### config.mk
export PLATFORM = sky130hd
export DESIGN_NAME = fifo_wr_arbiter_flat
export DESIGN_NICKNAME = d
export VERILOG_FILES = /design/src/rtl/fifo_wr_arbiter_pkg.sv /design/src/rtl/fifo_wr_arbiter_if.sv /design/src/rtl/fifo_wr_arbiter_pick.sv /design/src/rtl/fifo_wr_arbiter.sv /design/src/flat_wrapper.sv
export SDC_FILE = /design/constraint.sdc
export NUM_CORES = 1
export LEC_CHECK = 0
export CAP_MARGIN = 20
export CORE_MARGIN = 2
export CORE_UTILIZATION = 25
export CTS_CLUSTER_DIAMETER = 50
export DETAILED_ROUTE_END_ITERATION = 8
export GPL_TIMING_DRIVEN = 0
export PLACE_DENSITY = 0.6
export SLEW_MARGIN = 0
export SYNTH_ARGS = -nofsm -noshare
export SYNTH_HDL_FRONTEND = slang
export SYNTH_HIERARCHICAL = 1
export SYNTH_SLANG_ARGS = --single-unit
### constraint.sdc
create_clock -name i_Clk -period 2.7 [get_ports i_Clk]
set_input_delay 0.27 -clock i_Clk [delete_from_list [all_inputs] [get_ports i_Clk]]
set_output_delay 0.27 -clock i_Clk [all_outputs]
set_load 0.02 [all_outputs]
### src/rtl/fifo_wr_arbiter_pkg.sv
// Shared types and width helpers for the FIFO write-port arbiter and its
// round-robin picker.
//   state_t          : arbiter FSM state (IDLE between grants, GRANT while a
//                      requester owns the FIFO write port)
//   id_width()       : requester-ID width for a given requester count
//   burst_cnt_width(): width of a counter that must hold 0..max_burst
package fifo_arb_pkg;

  typedef enum logic {
    IDLE,
    GRANT
  } state_t;

  // Never returns 0, so an ID field always exists even for one requester.
  function automatic int id_width(input int num_req);
    return (num_req < 2) ? 1 : $clog2(num_req);
  endfunction

  function automatic int burst_cnt_width(input int max_burst);
    return $clog2(max_burst + 1);
  endfunction

endpackage

### src/rtl/fifo_wr_arbiter_if.sv
// Producer/FIFO-side signal bundle of the write arbiter.
//   req_dv    : per-requester data valid (held until accepted)
//   req_data  : packed payloads, requester k at [k*WIDTH +: WIDTH]
//   req_ready : per-requester accept, one-hot or zero
//   full      : FIFO full flag including same-cycle write look-ahead
//   wr_dv     : FIFO write strobe
//   wr_data   : {requester ID, payload}, ID in the MSBs
//   busy      : a grant is in progress
//   grant_id  : current or most recent granted requester
// Modports: master = producers/FIFO side, slave = arbiter side.
interface fifo_wr_arbiter_if
  import fifo_arb_pkg::*;
#(
  parameter int NUM_REQ = 4,
  parameter int WIDTH   = 8
) ();

  localparam int ID_W = id_width(NUM_REQ);

  logic [NUM_REQ-1:0]       req_dv;
  logic [NUM_REQ*WIDTH-1:0] req_data;
  logic [NUM_REQ-1:0]       req_ready;
  logic                     full;
  logic                     wr_dv;
  logic [WIDTH+ID_W-1:0]    wr_data;
  logic                     busy;
  logic [ID_W-1:0]          grant_id;

  modport master (
    output req_dv, req_data, full,
    input  req_ready, wr_dv, wr_data, busy, grant_id
  );

  modport slave (
    input  req_dv, req_data, full,
    output req_ready, wr_dv, wr_data, busy, grant_id
  );

endinterface

### src/rtl/fifo_wr_arbiter_pick.sv
// Combinational round-robin picker: finds the first set bit of req searching
// last+1, last+2, ... modulo NUM_REQ (last itself is checked last).
//   req   : request vector
//   last  : index served most recently
//   found : at least one request bit set
//   pick  : chosen index (0 when nothing found)
module rr_priority_pick
  import fifo_arb_pkg::*;
#(
  parameter  int NUM_REQ = 4,
  localparam int ID_W    = id_width(NUM_REQ)
) (
  input  logic [NUM_REQ-1:0] req,
  input  logic [ID_W-1:0]    last,
  output logic               found,
  output logic [ID_W-1:0]    pick
);

  // One spare bit: last + offset stays below 2*NUM_REQ, so a single
  // conditional subtract implements the modulo for any NUM_REQ.
  logic [ID_W:0] cand;

  always_comb begin
    found = 1'b0;
    pick  = '0;
    cand  = '0;
    for (int unsigned i = 1; i <= NUM_REQ; i++) begin
      cand = {1'b0, last} + (ID_W+1)'(i);
      if (cand >= (ID_W+1)'(NUM_REQ)) begin
        cand = cand - (ID_W+1)'(NUM_REQ);
      end
      if (!found && req[cand[ID_W-1:0]]) begin
        found = 1'b1;
        pick  = cand[ID_W-1:0];
      end
    end
  end

endmodule

### src/rtl/fifo_wr_arbiter.sv
// Shares one FIFO write port between NUM_REQ producers with round-robin
// grants of at most MAX_BURST words, honouring the FIFO full flag and tagging
// every written word with its requester ID.
//   i_Clk    : clock, rising edge
//   i_Rst_L  : asynchronous active-low reset
//   i_Enable : gates new grants only; a running burst always completes
//   bus      : fifo_wr_arbiter_if.slave (requests, ready, full, FIFO write)
// Accepted words appear on wr_dv/wr_data exactly one cycle after acceptance.
module fifo_wr_arbiter
  import fifo_arb_pkg::*;
#(
  parameter int NUM_REQ   = 4,
  parameter int WIDTH     = 8,
  parameter int MAX_BURST = 4
) (
  input  logic                i_Clk,
  input  logic                i_Rst_L,
  input  logic                i_Enable,
  fifo_wr_arbiter_if.slave    bus
);

  localparam int ID_W  = id_width(NUM_REQ);
  localparam int CNT_W = burst_cnt_width(MAX_BURST);

  localparam logic [CNT_W-1:0] LAST_BEAT = CNT_W'(MAX_BURST - 1);
  localparam logic [ID_W-1:0]  RST_LAST  = ID_W'(NUM_REQ - 1);

  state_t                state, state_nxt;
  logic [ID_W-1:0]       r_grant, grant_nxt;
  logic [ID_W-1:0]       r_last, last_nxt;
  logic [CNT_W-1:0]      burst_cnt, cnt_nxt;
  logic                  found;
  logic [ID_W-1:0]       pick;
  logic                  grant_dv;
  logic [WIDTH-1:0]      payload;
  logic [NUM_REQ-1:0]    ready;
  logic                  xfer;
  logic                  wr_dv;
  logic [WIDTH+ID_W-1:0] wr_data;

  rr_priority_pick #(
    .NUM_REQ (NUM_REQ)
  ) u_pick (
    .req   (bus.req_dv),
    .last  (r_last),
    .found (found),
    .pick  (pick)
  );

  // Valid and payload of the granted requester.
  always_comb begin
    grant_dv = 1'b0;
    payload  = '0;
    for (int unsigned k = 0; k < NUM_REQ; k++) begin
      if (ID_W'(k) == r_grant) begin
        grant_dv = bus.req_dv[k];
        payload  = bus.req_data[k*WIDTH +: WIDTH];
      end
    end
  end

  always_comb begin
    ready = '0;
    if (state == GRANT && !bus.full) begin
      ready[r_grant] = 1'b1;
    end
  end

  assign xfer = (state == GRANT) && grant_dv && !bus.full;

  always_comb begin
    state_nxt = state;
    grant_nxt = r_grant;
    last_nxt  = r_last;
    cnt_nxt   = burst_cnt;
    unique case (state)
      IDLE: begin
        if (i_Enable && found && !bus.full) begin
          state_nxt = GRANT;
          grant_nxt = pick;
          cnt_nxt   = '0;
        end
      end
      GRANT: begin
        if (!grant_dv) begin
          state_nxt = IDLE;
          last_nxt  = r_grant;
        end else if (!bus.full) begin
          if (burst_cnt == LAST_BEAT) begin
            state_nxt = IDLE;
            last_nxt  = r_grant;
          end else begin
            cnt_nxt = burst_cnt + CNT_W'(1);
          end
        end
      end
      default: begin
        state_nxt = IDLE;
      end
    endcase
  end

  always_ff @(posedge i_Clk or negedge i_Rst_L) begin
    if (!i_Rst_L) begin
      state     <= IDLE;
      r_grant   <= '0;
      r_last    <= RST_LAST;
      burst_cnt <= '0;
      wr_dv     <= 1'b0;
      wr_data   <= '0;
    end else begin
      state     <= state_nxt;
      r_grant   <= grant_nxt;
      r_last    <= last_nxt;
      burst_cnt <= cnt_nxt;
      wr_dv     <= xfer;
      if (xfer) begin
        wr_data <= {r_grant, payload};
      end
    end
  end

  assign bus.req_ready = ready;
  assign bus.wr_dv     = wr_dv;
  assign bus.wr_data   = wr_data;
  assign bus.busy      = (state == GRANT);
  assign bus.grant_id  = r_grant;

`ifndef SYNTHESIS
  a_ready_onehot0 : assert property (@(posedge i_Clk) disable iff (!i_Rst_L)
    $onehot0(ready));

  a_no_xfer_when_full : assert property (@(posedge i_Clk) disable iff (!i_Rst_L)
    !((|(bus.req_dv & ready)) && bus.full));

  for (genvar k = 0; k < NUM_REQ; k++) begin : g_hold
    a_req_held : assert property (@(posedge i_Clk) disable iff (!i_Rst_L)
      (bus.req_dv[k] && !ready[k]) |=>
        (bus.req_dv[k] && $stable(bus.req_data[k*WIDTH +: WIDTH])));
  end
`endif

endmodule

### src/flat_wrapper.sv
// flat-port wrapper written by rule: the top's interface ports become plain ports
module fifo_wr_arbiter_flat import fifo_arb_pkg::*;
#(
  parameter int NUM_REQ   = 4,
  parameter int WIDTH     = 8,
  parameter int MAX_BURST = 4
)
  (i_Clk, i_Rst_L, i_Enable, bus_req_dv, bus_req_data, bus_full, bus_req_ready, bus_wr_dv, bus_wr_data, bus_busy, bus_grant_id);
  fifo_wr_arbiter_if #(.NUM_REQ(NUM_REQ), .WIDTH(WIDTH)) bus_i ();
  input  logic i_Clk;
  input  logic i_Rst_L;
  input  logic i_Enable;
  input wire logic [$bits(bus_i.req_dv)-1:0] bus_req_dv;
  input wire logic [$bits(bus_i.req_data)-1:0] bus_req_data;
  input wire logic [$bits(bus_i.full)-1:0] bus_full;
  output wire logic [$bits(bus_i.req_ready)-1:0] bus_req_ready;
  output wire logic [$bits(bus_i.wr_dv)-1:0] bus_wr_dv;
  output wire logic [$bits(bus_i.wr_data)-1:0] bus_wr_data;
  output wire logic [$bits(bus_i.busy)-1:0] bus_busy;
  output wire logic [$bits(bus_i.grant_id)-1:0] bus_grant_id;
  assign bus_i.req_dv = bus_req_dv;
  assign bus_i.req_data = bus_req_data;
  assign bus_i.full = bus_full;
  assign bus_req_ready = bus_i.req_ready;
  assign bus_wr_dv = bus_i.wr_dv;
  assign bus_wr_data = bus_i.wr_data;
  assign bus_busy = bus_i.busy;
  assign bus_grant_id = bus_i.grant_id;
  fifo_wr_arbiter #(.NUM_REQ(NUM_REQ), .WIDTH(WIDTH), .MAX_BURST(MAX_BURST)) u_core (.i_Clk(i_Clk), .i_Rst_L(i_Rst_L), .i_Enable(i_Enable), .bus(bus_i));
endmodule
**Word-level counts from Yosys, hierarchy flattened**

Index checks and enable logic that the tools add are counted.

- Memories: 0
- Memory bits (writable): 0
- Logic and storage cells: 97
- Register bits after elaboration: 19
- Input port bits: 40
- ROM bits: 0
- Bits in latches: 0
- Output and inout bits: 18

- Bitwise operators: 1
- Muxes and demuxes: 44
- Equal/unequal tests: 10
- Magnitude comparators: 10
- Divide/modulo/power cells: 0
- Reductions and logical operators: 17
- Shift operators: 0
- $mul: 0
- $add $sub $neg: 9

Operators by type and width:

| operator | count |
|---|---|
| $mux W8 | 4 |
| $mux W2 | 11 |
| $mux W1 | 17 |
| $lt A2 B3 Y1 const B | 5 |
| $ge A3 B3 Y1 const B | 4 |
| $mux W3 | 4 |
| $ne A2 B2 Y1 const B | 5 |
| $logic_and A1 B1 Y1 | 9 |
| $bmux W1 S2 | 4 |
| $sub A2 B1 Y2 const B | 4 |
| $add A2 B2 Y3 const B | 2 |
| $pmux W3 S2 | 1 |
| $eq A2 B2 Y1 const A | 2 |
| $logic_not A1 Y1 | 4 |
| $mux W4 | 1 |
| $reduce_and A4 Y1 | 1 |
| $add A2 B1 Y3 const B | 1 |
| $add A2 B3 Y3 const B | 1 |
| $add A3 B1 Y3 const B | 1 |
| $eq A3 B2 Y1 const B | 1 |
| $reduce_and A3 Y1 | 1 |
| $demux W1 S2 | 1 |
| $eq A1 B2 Y1 const A | 1 |
| $ge A2 B1 Y1 const B | 1 |
| other kinds (5) | 5 |

**Logic depth before layout (Yosys ltp)**

- Depth after elaboration: 19
- Depth in mapped cells: 5
- Depth with buffers taken out: 5

**Modules after synthesis**

The synthesis kept the hierarchy.

By module, submodules not included:

| module | cells each | area an instance (µm²) | seq. area each (µm²) | times used |
|---|---|---|---|---|
| fifo_wr_arbiter | 83 | 1,126.1 | 478.0 | 1 |
| rr_priority_pick | 14 | 91.3 | 0.0 | 1 |

**Worst setup path before layout**

No wires, ideal clock.

- Path kind: register to register
- Start: register u_core.r_grant[0], in the netlist u_core/bus.grant_id[0]
- End: register u_core.wr_data[0], in the netlist u_core/bus.wr_data[0]
- Slack: 0.912 ns
- Period minus slack after synthesis: 1.788 ns
- Data arrival time: 1.663 ns
- Stages on the path, launching flop included: 5
- Required time: 2.575 ns
- Buffers on the path: 1
- Library setup time: 0.125 ns
- Path through: dfrtp_1 -> buf_6 -> mux4_2 -> nand2_4 -> mux2_2

- Cells in the longest elaborated chain, start to end: 7
- Elaborated cells on any way between the ends: 14
- Classes of those cells: 3 x eq/ne; 8 x mux; 3 x reduce/logical

Ends and longest elaborated chain:

| item | line | RTL |
|---|---|---|
| start: declaration | fifo_wr_arbiter.sv:29 | `logic [ID_W-1:0] r_grant, grant_nxt;` |
| start signal: assignment | fifo_wr_arbiter.sv:113 | `r_grant <= grant_nxt;` |
| $logic_not A2 Y1 | fifo_wr_arbiter.sv:55 | `if (ID_W'(k) == r_grant) begin` |
| $mux W1 (4 in a row) | fifo_wr_arbiter.sv:55 |  |
| $logic_and A1 B1 Y1 (2 in a row) | fifo_wr_arbiter.sv:69 | `assign xfer = (state == GRANT) && grant_dv && !bus.full;` |
| end signal: assignment | fifo_wr_arbiter.sv:118 | `wr_data <= {r_grant, payload};` |
| end: declaration | fifo_wr_arbiter.sv:39 | `logic [WIDTH+ID_W-1:0] wr_data;` |

Several ways; a longest one is shown, not always the timed one.
A chain may end at the register's enable or synchronous reset.

**Worst setup path after layout**

- Start: register u_core.r_grant[1], in the netlist u_core/bus.grant_id[1]
- End: output bus_req_ready[3]

- Cells in the longest elaborated chain, start to end: 5
- Elaborated cells on any way between the ends: 6
- Classes of those cells: 2 x order compare; 3 x mux; 1 x reduce/logical

Ends and longest elaborated chain:

| item | line | RTL |
|---|---|---|
| $lt A2 B3 Y1 (not written as such) or $ge A2 B1 Y1 (tied branches) | fifo_wr_arbiter.sv:65 | `ready[r_grant] = 1'b1;` |
| $logic_and A1 B1 Y1 (not written as such) | fifo_wr_arbiter.sv:65 |  |
| $mux W1 (not written as such) | fifo_wr_arbiter.sv:65 |  |
| $demux W1 S2 (*) | -- |  |
| $mux W4 (*) | fifo_wr_arbiter.sv:64 | `if (state == GRANT && !bus.full) begin` |
| end: declaration | flat_wrapper.sv:16 | `output wire logic [$bits(bus_i.req_ready)-1:0] bus_req_ready;` |

Mark *: on every way between the ends. The rest lies on a longest branch, timed or not.

==> results.py <==
metrics = {
    "die": {
        "die_height_um": 73.8,
        "coreArea_mm2": 0.00472,
        "die-area_mm2": 0.00544,
        "io_pins": 58,
        "die_w_um": 73.8,
        "rows": 25,
        "start_util_pct": 25.8,
    },
    "logic_synthesis": {
        "synth_edf_count": 0,
        "synth_fp_nets": 139,
        "ys_ff_latch": 19,
        "ys_warn_count": 6,
        "netlist_area_mm2": 0.00122,
        "synthMuxAreaShare_pct": 34.9,
        "ys_types": 31,
        "postSynthCellCount": 97,
        "async_reset_ff_share_pct": 100,
        "seq_area_frac_synth_pct": 39.3,
        "synth-xor-area-share_pct": 0,
        "syn_area_per_cell_um2": 12.6,
        "synth_top_family_by_area": "multiplexers",
        "synthSimpleGateAreaFrac_pct": 13.1,
        "synth_compound_gate_area_share_pct": 7.09,
        "synth_fa_ha_area_share_pct": 2.06,
        "synth_ff_type": "dfrtp_1",
    },
    "route": {
        "dr.pass1.iters": 4,
        "wirelength_um": 3360,
        "via_count": 1028,
        "vias_per_cell": 4.57,
        "drt_iter0_drc": 29,
        "drt-wirelength-per-cell_um": 14.9,
        "drc_errors": 0,
        "antenna_left": 0,
    },
    "setup_path": {
        "reg2reg_depth": 4,
        "path_buf_inv": 3,
        "cp.arrival_ns": 2.07,
        "startpoint": "u_core/bus.grant_id[1]",
        "crit_path_cell_trace": "buf_2 -> clkbuf_1 -> and3_1 -> clkdlybuf4s50_1",
        "crit_path_end_kind": "primary output",
        "cpLargestDelayFamily": "buffers and inverters",
        "critPathSlowestCell": "clkdlybuf4s50_1",
        "crit-reg2reg-launch": "u_core/bus.grant_id[0]",
        "path_class": "register to primary output",
        "cp_max_fo": 10,
        "crit_required_ns": 2.43,
        "path_depth": 4,
        "slowest_delay_ns": 0.60,
        "startpoint_type": "register",
    },
    "global_routing": {
        "grt_pass1_wl_um": 5060,
        "gr-usage-all-layers_pct": 12.1,
        "grt_pass1_vias": 1087,
        "grt_max_degree": 20,
        "grt-ovfl-total": 0,
        "antenna_found_initial": 0,
    },
    "timing": {
        "timing.final.max_slew_violations": 0,
        "skew_ns": 0.00561,
        "worstMarginPinSlew_ns": 0.883,
        "setup_viol": 0,
        "rsz0062_at_grt": "no",
        "max_slew_margin_pct": 41.0,
        "tns_ns": 0,
        "post-route-period-util_pct": 86.6,
        "hold_slack_ns": 0.501,
        "fin_ws_ns": 0.363,
        "hold_viol": 0,
        "post-route-min-period_ns": 2.34,
        "fmax_mhz": 428,
    },
    "clocking": {
        "postCtsSetupBuffers": 0,
        "cts.sinks": 19,
        "postCtsResizedCells": 0,
        "cts_hold_buf": 0,
        "path_clk_slew_ns": 0.08,
        "clkLatencyLatePin_ns": 0.26,
        "cts-root-buf": "clkbuf_8",
        "clockBufferDepth": 2,
        "cts_tree": "built",
        "htree_levels": 1,
        "numCtsBuffers": 3,
    },
    "placement": {
        "gp_congestion": 0.781,
        "port_buffers": 57,
        "hpwl_um": 2540,
        "place_area_mm2": 0.00187,
        "dp_slack_ns": 0.450,
    },
    "job": {
        "cap_violations": 0,
    },
    "worst_hold_path": {
        "holdPathStages": 1,
        "hp-start": "u_core/burst_cnt[0]",
        "worst_hold_path_type": "register to register",
    },
    "run_status": {
        "status": "completed",
    },
    "final_layout": {
        "num-nets-final": 201,
        "final_common_cell": "clkdlybuf4s50_1",
        "final_cell_mix": "clkdlybuf4s50_1 (57), dfrtp_1 (17), mux2_2 (13)",
        "stdcell_area_mm2": 0.00192,
        "diodes": 0,
        "final_core_util_pct": 40.6,
        "syn_to_final_growth_pct": 57.6,
        "drive_gt1_share_pct": 17.7,
    },
    "pwr": {
        "power_density_mw_per_mm2": 886,
        "ir_drop_mv": 0.258,
        "p_leak_nw": 0.795,
    },
}
[path summary, 6_finish.rpt]
check	slack, ns	end
worst min register to register	0.50	u_core/burst_cnt[0]
worst max-delay path	0.36	bus_req_ready[3]
worst max register to register	0.91	u_core/bus.wr_data[5]
min in group asynchronous	0.51	u_core/bus.wr_data[9]
max in group asynchronous	1.65	u_core/bus.busy
worst min-delay path	0.50	u_core/burst_cnt[0]
[worst register-to-register path: stages, from the launching register on]
cell     delay (ns)
dfrtp_1        0.37
buf_6          0.17
mux4_2         0.60
nand2_4        0.18
mux2_2         0.35
[stage by stage]
stage	power (W)	instances
global route	0.00180	225
floorplan	0.00111	97
finish	0.00170	225
detailed placement	0.00151	221
global placement	0.00150	221
CTS	0.00172	225
[cell type report]
cell class	count	area, µm²
fillers	439	2810
multi-input cells	69	696
clock buffers	3	41.3
plain buffers	4	25.0
well taps	67	83.8
clock inverters	1	5.00
flip-flops and latches	19	478
repair buffers	57	571
inverters	5	18.8
[kinds of logic after synthesis]
kind of cell | Yosys count
AOI/OAI and AO/OA | 12
adders and majority gates | 2
buffers and inverters | 9
DFF | 19
muxes | 27
and+or+nand+nor | 28
[Yosys cell counts (2+ instances only)]
| cell | number | area share, % |
|---|---|---|
| dfrtp_1 | 17 | 35 |
| mux2_2 | 13 | 12 |
| mux4_1 | 7 | 15 |
| nand2_1 | 7 | 2.2 |
| nand2b_1 | 7 | 3.6 |
| inv_1 | 5 | 1.5 |
| mux2i_1 | 5 | 4.1 |
| a21oi_1 | 4 | 1.6 |
| nor2_1 | 4 | 1.2 |
| buf_2 | 2 | 0.82 |
| dfstp_2 | 2 | 4.3 |
| ha_1 | 2 | 2.1 |
| mux4_2 | 2 | 3.7 |
| nor2b_1 | 2 | 1.0 |
| o21ai_0 | 2 | 0.82 |
[per-layer routing]
metal	GRT usage, %	wire, µm	up-vias
li1	-	-	488
met1	13.9	1350	491
met2	22.1	1660	47
met3	3.29	335	2
met4	3.03	21	0
met5	0	0	-
[report_power, final]
| group | switching (W) | internal (W) |
|---|---|---|
| logic | 0.000455 | 0.000538 |
| clock network | 0.0000963 | 0.000103 |
| registers | 0.0000879 | 0.000419 |
| total | 0.000639 | 0.00106 |
[sequential cells by signal, summed over array words and instances (netlist names)]
register	count
u_core/burst_cnt	3
u_core/bus.busy	1
u_core/bus.grant_id	2
u_core/bus.wr_data	10
u_core/bus.wr_dv	1
u_core/r_last	2
Power figures use the tool's default switching activity.
